`config.mk`:
```
export PLATFORM = sky130hd
export DESIGN_NAME = rr_stream_mux
export DESIGN_NICKNAME = d
export VERILOG_FILES = /design/src/rtl/rr_stream_mux.sv
export SDC_FILE = /design/constraint.sdc
export NUM_CORES = 1
export LEC_CHECK = 0
export ABC_CLOCK_PERIOD_IN_PS = 3700
export CAP_MARGIN = 20
export CORE_ASPECT_RATIO = 0.75
export CORE_MARGIN = 2
export CORE_UTILIZATION = 45
export DETAILED_ROUTE_END_ITERATION = 16
export PLACE_DENSITY = 0.8
export REMOVE_ABC_BUFFERS = 1
export SYNTH_ARGS = -nofsm -noshare
export SYNTH_HDL_FRONTEND = slang
export SYNTH_SLANG_ARGS = --single-unit
```
`constraint.sdc`:
```
create_clock -name clk -period 3.7 [get_ports clk]
set_input_delay 0.74 -clock clk [delete_from_list [all_inputs] [get_ports clk]]
set_output_delay 0.74 -clock clk [all_outputs]
set_load 0.005 [all_outputs]
```
`src/rtl/rr_stream_mux.sv`:
```
// N-channel valid/ready stream multiplexer with a registered output stage.
// Run-time choice of fixed-select or round-robin arbitration.
module rr_stream_mux #(
   parameter int unsigned WIDTH    = 8,
   parameter int unsigned CHANNELS = 4,
   parameter int unsigned SEL_W    = 2
) (
   input  logic                         clk,
   input  logic                         rst_n,
   input  logic [CHANNELS*WIDTH-1:0]    in_data,
   input  logic [CHANNELS-1:0]          in_valid,
   output logic [CHANNELS-1:0]          in_ready,
   input  logic                         mode,
   input  logic [SEL_W-1:0]             sel,
   output logic [WIDTH-1:0]             out_data,
   output logic                         out_valid,
   input  logic                         out_ready,
   output logic [SEL_W-1:0]             out_chan
);

   localparam int unsigned IDX_W = SEL_W + 1;

   logic [SEL_W-1:0]    rr_ptr;
   logic [CHANNELS-1:0] grant_c;
   logic [SEL_W-1:0]    grant_idx_c;
   logic                grant_any_c;
   logic [WIDTH-1:0]    grant_data_c;
   logic [IDX_W-1:0]    scan_idx_c;
   logic                load_en_c;
   logic                xfer_c;

   // Arbitration: direct select in mode 0, rotating priority from rr_ptr in mode 1.
   always_comb begin
      grant_c     = '0;
      grant_idx_c = '0;
      grant_any_c = 1'b0;
      scan_idx_c  = '0;
      if (!mode) begin
         // Comparing against every legal index naturally rejects sel >= CHANNELS.
         for (int unsigned k = 0; k < CHANNELS; k++) begin
            if (sel == SEL_W'(k) && in_valid[k]) begin
               grant_c[k]  = 1'b1;
               grant_idx_c = SEL_W'(k);
               grant_any_c = 1'b1;
            end
         end
      end else begin
         for (int unsigned i = 0; i < CHANNELS; i++) begin
            scan_idx_c = IDX_W'(rr_ptr) + IDX_W'(i);
            if (scan_idx_c >= IDX_W'(CHANNELS)) begin
               scan_idx_c = scan_idx_c - IDX_W'(CHANNELS);
            end
            if (!grant_any_c && in_valid[scan_idx_c[SEL_W-1:0]]) begin
               grant_c[scan_idx_c[SEL_W-1:0]] = 1'b1;
               grant_idx_c = scan_idx_c[SEL_W-1:0];
               grant_any_c = 1'b1;
            end
         end
      end
   end

   // Data of the granted channel.
   always_comb begin
      grant_data_c = '0;
      for (int unsigned k = 0; k < CHANNELS; k++) begin
         if (grant_c[k]) begin
            grant_data_c = in_data[k*WIDTH +: WIDTH];
         end
      end
   end

   // No skid buffer: the output register accepts only when empty or draining.
   assign load_en_c = !out_valid || out_ready;
   assign xfer_c    = rst_n && load_en_c && grant_any_c;
   assign in_ready  = (rst_n && load_en_c) ? grant_c : '0;

   // Output register and round-robin pointer.
   always_ff @(posedge clk or negedge rst_n) begin
      if (!rst_n) begin
         out_data  <= '0;
         out_chan  <= '0;
         out_valid <= 1'b0;
         rr_ptr    <= '0;
      end else if (xfer_c) begin
         out_data  <= grant_data_c;
         out_chan  <= grant_idx_c;
         out_valid <= 1'b1;
         if (mode) begin
            rr_ptr <= (grant_idx_c == SEL_W'(CHANNELS - 1)) ? '0 : grant_idx_c + SEL_W'(1);
         end
      end else if (out_ready) begin
         out_valid <= 1'b0;
      end
   end

endmodule

```
Yosys cells after proc, flatten, opt, wreduce, memory -nomap -nowiden
Index checks and enable logic that the tools add are counted.
{"block": "op_classes", "add_sub_neg": 8, "magnitude_cmp": 12, "eq_ne": 4, "muxes": 63, "bitwise": 3, "n_reduce_logical": 21}
{"operator": "two-way mux 4 bit", "n": 9}
{"operator": "two-way mux 2 bit", "n": 16}
{"operator": "two-way mux 8 bit", "n": 4}
{"operator": "two-way mux 1 bit", "n": 26}
{"operator": "logical AND 1 bit", "n": 13}
{"operator": "less-than comparator 2 x 3 -> 1 bit (second input constant)", "n": 4}
{"operator": "OR 4 bit", "n": 3}
{"operator": "greater-or-equal comparator 3 bit (second input constant)", "n": 3}
{"operator": "binary-select mux 1 bit (select 2 bit)", "n": 4}
{"operator": "demux 1 bit (select 2 bit)", "n": 4}
{"operator": "greater-or-equal comparator 2 x 1 -> 1 bit (second input constant)", "n": 4}
{"operator": "subtractor 2 x 1 -> 2 bit (second input constant)", "n": 4}
{"operator": "adder 2 x 2 -> 3 bit (second input constant)", "n": 2}
{"operator": "== test 2 bit (second input constant)", "n": 3}
{"operator": "zero test 1 bit", "n": 4}
{"operator": "adder 2 x 1 -> 3 bit (second input constant)", "n": 1}
{"operator": "greater-or-equal comparator 2 x 3 -> 1 bit (second input constant)", "n": 1}
{"operator": "adder 2 x 1 -> 2 bit (second input constant)", "n": 1}
{"operator": "== test 2 x 1 -> 1 bit (second input constant)", "n": 1}
{"operator": "zero test 2 bit", "n": 1}
{"operator": "AND reduction 2 bit", "n": 1}
{"operator": "nonzero test 2 bit", "n": 1}
{"operator": "logical OR 1 bit", "n": 1}
{"block": "word_totals", "register_bits": 13, "inputBits": 42, "out_inout_bits": 15, "word_cells": 115}

Logic depth before layout (Yosys ltp)
Gate-level depths: netlist (run 1).
{"block": "logic_depth", "depth_word": 23, "mapped_depth": 12}

Worst setup path after synthesis (run 1)
No wires, ideal clock.
{"block": "synth_path", "path_type": "register to output", "startpoint": "register rr_ptr[1]", "endpoint": "output port in_ready[2]", "arrival_time_ns": 2.692, "slack_ns": 0.268, "path_stages_with_launch": 10, "path_cell_list": "dfrtp_1 clkbuf_1 inv_1 ha_1 mux4_2 nor3_2 a221oi_2 a31oi_2 buf_4 nor2b_1"}
{"block": "synth_via", "elab_chain_len": 20, "elab_cells_between_ends": 71, "cone_classes": "7 x add/sub; 12 x order compare; 39 x mux; 3 x bitwise; 10 x reduce/logical"}
{"item": "start, declared", "line": "23", "source": "logic [SEL_W-1:0] rr_ptr;"}
{"item": "start signal, assigned", "line": "89", "source": "rr_ptr <= (grant_idx_c == SEL_W'(CHANNELS - 1)) ? '0 : grant_idx_c + SEL_W'(1);"}
{"item": "branches (longest 17 deep; another with adder 2 x 1 -> 3 bit)"}
{"item": "two-way mux 4 bit (*)", "line": "53", "source": "if (!grant_any_c && in_valid[scan_idx_c[SEL_W-1:0]]) begin"}
{"item": "two-way mux 4 bit (*)", "line": "38", "source": "if (!mode) begin"}
{"item": "two-way mux 4 bit (*)", "line": "75", "source": "assign in_ready = (rst_n && load_en_c) ? grant_c : '0;"}
{"item": "end, declared", "line": "12", "source": "output logic [CHANNELS-1:0] in_ready,"}
Mark *: on every way between the ends. The select of a mux whose other input is x is not followed.

Worst setup path in the final report (run 1)
{"block": "layout_path", "startpoint": "input port in_valid[3]", "endpoint": "output port in_ready[3]"}
{"block": "layout_via", "elab_chain_len": 17, "elab_cells_between_ends": 34, "cone_classes": "24 x mux; 3 x bitwise; 7 x reduce/logical"}
{"item": "start, declared", "line": "11", "source": "input logic [CHANNELS-1:0] in_valid,"}
{"item": "binary-select mux 1 bit (select 2 bit)", "line": "53"}
{"item": "two-way mux 1 bit (implied by the code)", "line": "53"}
{"item": "two-way mux 1 bit", "line": "53"}
{"item": "two-way mux 1 bit", "line": "38"}
{"item": "zero test 1 bit", "line": "53"}
{"item": "logical AND 1 bit", "line": "53"}
{"item": "two-way mux 1 bit", "line": "53"}
{"item": "two-way mux 1 bit", "line": "38"}
{"item": "zero test 1 bit", "line": "53"}
{"item": "logical AND 1 bit", "line": "53"}
{"item": "two-way mux 1 bit", "line": "53"}
{"item": "two-way mux 1 bit", "line": "38"}
{"item": "zero test 1 bit", "line": "53"}
{"item": "logical AND 1 bit", "line": "53"}
{"item": "two-way mux 4 bit", "line": "53"}
{"item": "two-way mux 4 bit (*)", "line": "38"}
{"item": "two-way mux 4 bit (*)", "line": "75"}
Mark *: on every way between the ends. The rest lies on a longest branch, timed or not. The select of a mux whose other input is x is not followed.

==> flow_metrics.tcl, run 1 <==
set metrics [dict create \
    cts_tree "done" \
    via_count 1772 \
    area_growth_pct 54.7 \
    crit_path_top_delay_cell "mux4_2" \
    worst_r2r_path_depth 11 \
    max_freq_mhz 283 \
    final_cell_mix "48 x clkdlybuf4s50_1, 29 x buf_4, 13 x nor2b_1, 13 x dfrtp_1" \
    status "complete, no violations" \
    antenna_found_initial 0 \
    synth_ff_type "dfrtp_1" \
    place_inst 290 \
    nets 309 \
    p_total_uw 1470 \
    reg2reg_slack_ps 630 \
    yosysWarnings 0 \
    dieArea_sq_um 4010 \
    final_common_cell "clkdlybuf4s50_1" \
    hold_class "reg -> reg" \
    setup.worst_path.start_class "input port" \
    synth.avg_cell_area_sq_um 8.74 \
    endpoint_kind "output port" \
    arrival_ps 2800 \
    cp.required_ps 2960 \
    tightest_slew_ps 498 \
    hold_path_depth 2 \
    num_rows 18 \
    drive_gt1_share_pct 22.4 \
    track_usage_pct 25.7 \
    numCtsBuffers 3 \
    fin_crit_sh_pct 95.6 \
    cts_sinks 13 \
    initial_utilization_pct 47.4 \
    yosysUniqueCellTypes 55 \
    fin_worst_skew_ps 3.56 \
    fin_ws_ps 162 \
    slowest_delay_ps 540 \
    regArea_sq_um 325 \
    fp.dieH_microns 55.3 \
    grt_max_degree 25 \
    multi_input_area_sq_um 1200 \
    slew_violations 0 \
    place_congestion 0.958 \
    num_io_pins 57 \
    clk_latency_ps 240 \
    slew_headroom_pct 66.8 \
    synth-edff-count 0 \
    clockBufferDepth 2 \
    setup_viol 0 \
    drtAntennaViolNets 0 \
    cp_top_family "buffers and inverters" \
    p_per_area_nw_per_um2 599 \
    clk_pin_slew_ps 50 \
    coreArea_sq_um 3330 \
    ir_drop_mv 0.279 \
    final.fill_count 260 \
    fin_cells 299 \
    wl_per_cell_microns 16.6 \
    drtPass1Iterations 5 \
    ys_seq_elements 13 \
    postCtsHoldBufs 0 \
    maxCapViolCount 0 \
    critPathBufInv 4 \
    dp_slack_ps -222 \
    worst-path-stages 8 \
    drt_iter0_drc 157 \
    worstPathMaxFanout 5 \
    grt_pass1_vias 1741 \
    die_w_microns 72.5 \
    synth_area_sq_um 1580 \
    cp_cell_sequence "dlygate4sd2_1 > buf_4 > mux4_2 > buf_4 > o41a_1 > a32oi_2 > nor2b_1 > dlygate4sd2_1" \
    yosysSeqAreaShare_pct 20.6 \
    hold_viol 0 \
    rsz0062_at_grt "no" \
    p_leak_uw 0.00102 \
    async_reset_ff_share_pct 100 \
    vias_per_cell 5.93 \
    wl_microns 4960 \
    worst-setup-path-type "in -> out" \
    dp_hpwl_microns 3680 \
    period_needed_ps 3540 \
    syn_inst 181 \
    place.port_buffers 56 \
    grt_first_pass_wirelength_microns 8240 \
    gr-total-overflow 0 \
    utilization_pct 73.4 \
    cts_root_buf "clkbuf_8" \
    htreeDepth 1 \
    drc_errors 0 \
    diodes 0 \
]
-- through the flow --
stage	instance area (sq um)	hold WS, ps	TNS [ps]
6_report	2450	486	0
5_1_grt	2450	527	0
4_1_cts	2440	492	0
3_5_place_dp	2310	480	-770
3_3_place_gp	2310	472	-577
2_1_floorplan	1510	444	-113
-- synthesized netlist by cell type (all sizes together) (2+ instances only) --
cell type / n / area [sq um]
a2111oi: 2 / 42.5
and2: 8 / 50.1
o31ai: 8 / 60.1
o21ai: 12 / 60.1
a31oi: 2 / 33.8
buf: 10 / 61.3
mux2: 2 / 22.5
nor3: 3 / 31.3
nand3b: 2 / 15.0
o21a: 2 / 16.3
dfrtp: 13 / 325
nor2: 12 / 45.0
nand2b: 2 / 12.5
mux2i: 10 / 100
o22ai: 4 / 25.0
mux4: 2 / 45.0
o41a: 2 / 22.5
clkbuf: 3 / 12.5
inv: 8 / 30.0
a32oi: 2 / 25.0
or3b: 3 / 28.8
nor3b: 2 / 15.0
nand2: 12 / 45.0
nor2b: 13 / 81.3
or2: 3 / 18.8
a21oi: 7 / 35.0
a221oi: 11 / 115
ha: 7 / 87.6
-- path summary, 6_finish.rpt --
| check | from | end |
|---|---|---|
| min reg2reg | out_chan[0] | out_chan[0] |
| max in group asynchronous | rst_n | out_data[7] |
| min | out_chan[0] | out_chan[0] |
| max reg2reg | rr_ptr[0] | out_data[2] |
| max | in_valid[3] | in_ready[3] |
| min in group asynchronous | rst_n | out_data[6] |
-- worst min-delay path: cells and delay by family (launching register included) --
kind,cells,cell delay (ps)
DFF,1,340
AOI/OAI and AO/OA,1,60
and+or+nand+nor,1,50
-- report_power, final --
part | internal, uW | switching [uW]
combinational | 564 | 535
sequential | 207 | 33.3
clock | 76.1 | 51.1
total | 847 | 619
-- cells by family after synthesis --
logic type,after synthesis,synth area share [%]
buffers and inverters,21,6.57
xor gates and xnor gates,1,0.554
adders and majority gates,7,5.54
and+or+nand+nor,64,23.6
AOI/OAI and AO/OA,61,32.6
muxes,14,10.6
DFF,13,20.6
-- layer usage --
metal,track usage (%),routed length (microns),up-vias
met3,4.74,366,8
li1,-,-,840
met1,37.8,2250,839
met4,5.56,50,0
met5,0,0,-
met2,39.1,2290,85
-- final cells by class --
cell class | count | area share [%]
clock buffer | 4 | 1.84
inverter | 8 | 1.23
multi-input combinational | 147 | 49.1
sequential | 13 | 13.3
tap | 40 | 2.04
timing repair buffer | 87 | 32.5
-- timing repair --
action / 4_1_cts / 5_1_grt
resized for setup: 17 / 1
endpoints found under the setup margin: 4 / 3
pin swaps: 4 / 1
buffers inserted: 5 / 0
-- sequential cells by signal, indices dropped and copies added (netlist names) --
name,count
out_data,8
out_chan,2
rr_ptr,2
out_valid,1
No activity file was read; power rests on OpenSTA's default activity.
==> run 2: changes to the inputs <==
Settings changed: GPL_TIMING_DRIVEN set to 0.
==> flow_metrics.tcl, run 2 (synthesis gave the netlist of run 1 again) <==
set metrics [dict create \
    htreeDepth 1 \
    gr-total-overflow 0 \
    timing.hold.ws_ps 484 \
    drtAntennaViolNets 0 \
    sequentialPowerShare_pct 17.5 \
    switching_share_pct 42.5 \
    drive_gt1_share_pct 20.2 \
    setup_viol 0 \
    dieArea_sq_um 4010 \
    final_common_cell "clkdlybuf4s50_1" \
    clockPowerShare_pct 8.8 \
    max_freq_mhz 274 \
    clk_pin_slew_ps 50 \
    hold_class "reg -> reg" \
    drt_iter0_drc 96 \
    initial_utilization_pct 47.4 \
    hold_path_depth 2 \
    wl_per_cell_microns 16.3 \
    final_area_sq_um 2330 \
    clockBufferDepth 2 \
    place_area_sq_um 2120 \
    num_rows 18 \
    via_count 1634 \
    diodes 0 \
    hp-start "out_chan[0]" \
    fin_setup_tns_ps 0 \
    grt_first_pass_wirelength_microns 7400 \
    worstPathMaxFanout 15 \
    setup.worst_path.start_class "input port" \
    worst_r2r_path_depth 13 \
    p_total_uw 1460 \
    antenna_found_initial 0 \
    regArea_sq_um 330 \
    ir_drop_mv 0.288 \
    slew_headroom_pct 58.3 \
    slew_violations 0 \
    endpoint_kind "output port" \
    postCtsHoldBufs 0 \
    fp.dieH_microns 55.3 \
    tightest_slew_ps 625 \
    p_per_area_nw_per_um2 627 \
    numCtsBuffers 3 \
    drtPass1Iterations 4 \
    die_w_microns 72.5 \
    largest_register_ffs 8 \
    worst-setup-path-type "in -> out" \
    final_cell_mix "49 x clkdlybuf4s50_1, 14 x buf_4, 12 x nor2b_1, 12 x nor2_1, 12 x nand2_1" \
    drc_errors 0 \
    maxCapViolCount 0 \
    grt_pass1_vias 1505 \
    period_needed_ps 3650 \
    nets 292 \
    crit_path_top_delay_cell "mux4_2" \
    critPathBufInv 2 \
    coreArea_sq_um 3330 \
    track_usage_pct 23.3 \
    cp_top_family "buffers and inverters" \
    multi_input_area_sq_um 1210 \
    pwr-share-comb_pct 73.7 \
    r2r-start "rr_ptr[0]" \
    reg2reg_slack_ps 410 \
    place.port_buffers 56 \
    area_growth_pct 47.5 \
    switchingPower_uw 621 \
    slowest_delay_ps 620 \
    final.fill_count 265 \
    place_congestion 0.823 \
    vias_per_cell 5.79 \
    cp_cell_sequence "clkdlybuf4s15_2 > mux4_2 > nor3_4 > a221oi_2 > a31oi_4 > nor2b_4 > clkdlybuf4s50_1" \
    arrival_ps 2910 \
    top_register "out_data" \
    grt_max_degree 18 \
    cp.required_ps 2960 \
    hold_viol 0 \
    p_int_uw 842 \
    fin_worst_skew_ps 5.72 \
    cts_root_buf "clkbuf_8" \
    num_io_pins 57 \
    wl_microns 4600 \
    p_leak_uw 0.000936 \
    cts_sinks 13 \
    top_regs "out_data: 8 flops, out_chan: 2 flops, rr_ptr: 2 flops" \
    r2r_end "out_data[2]" \
    min_to "out_chan[0]" \
    clk_latency_ps 250 \
    status "complete, no violations" \
    cts_tree "done" \
    fin_crit_sh_pct 98.5 \
    dp_hpwl_microns 3110 \
]
-- run 2: cell types whose count changed in the layout (fill, tap and decap cells not counted), moves of 2 or more --
cell           before  now
buf_4              29   14
dlygate4sd2_1       7    1
buf_2               0    3
buf_6               2    0
clkinvlp_4          0    2
dfrtp_1            13   11
inv_1               8    6
-- run 2: power groups by stage --
stage	clock, uW	sequential [uW]	combinational, uW
4_1_cts	129	256	1020
5_1_grt	139	263	1160
3_3_place_gp	0	286	822
3_5_place_dp	0	286	831
6_report	128	257	1080
2_1_floorplan	0	277	539
-- run 2: worst register-to-register path, delay by kind of cell (launching register included) --
family | cells | cell delay, ps
fa+ha+maj | 1 | 290
flops | 1 | 440
compound gates | 5 | 820
mux | 1 | 600
buf+inv | 5 | 740
simple gates | 1 | 290
-- run 2: timing repair --
item | CTS | global route
gates resized for setup | 30 | 6
pin swaps | 5 | 3
setup buffers | 11 | 3
setup endpoints to repair | 12 | 3
-- run 2: how the worst max path moves through the flow --
stage / slack [ps] / startpoint / cells past startpoint / endpoint
after floorplan: -100 / rr_ptr[0] / 7 / in_ready[2]
after global placement: -1210 / rr_ptr[0] / 8 / in_ready[2]
after detailed placement: -1200 / rr_ptr[0] / 8 / in_ready[2]
after CTS: 40 / rr_ptr[0] / 8 / in_ready[2]
after global routing: -20 / rr_ptr[0] / 8 / in_ready[2]
final: 50 / in_valid[0] / 7 / in_ready[2]
-- run 2: cell type report --
cell class | instances | area share, %
multi-input combinational | 147 | 52.1
tap | 40 | 2.14
inverter | 8 | 1.61
clock buffer | 4 | 1.93
timing repair buffer | 70 | 28.1
sequential | 13 | 14.2
-- run 2: routing by layer --
metal | global-route usage [%] | part of all wire, % | wire length, microns
met2 | 34.3 | 45 | 2050
met5 | 0 | 0 | 0
met1 | 35.3 | 47 | 2160
met3 | 4.56 | 7.9 | 364
met4 | 4.76 | 0.52 | 24
-- run 2: metrics by stage --
stage	instances	utilization, %	setup WS [ps]
detailed placement	264	63.6	-1200
finish	282	70.0	54.2
CTS	279	69.1	44.1
floorplan	168	-	-95.6
global placement	264	63.6	-1210
global route	282	70.0	-19.3
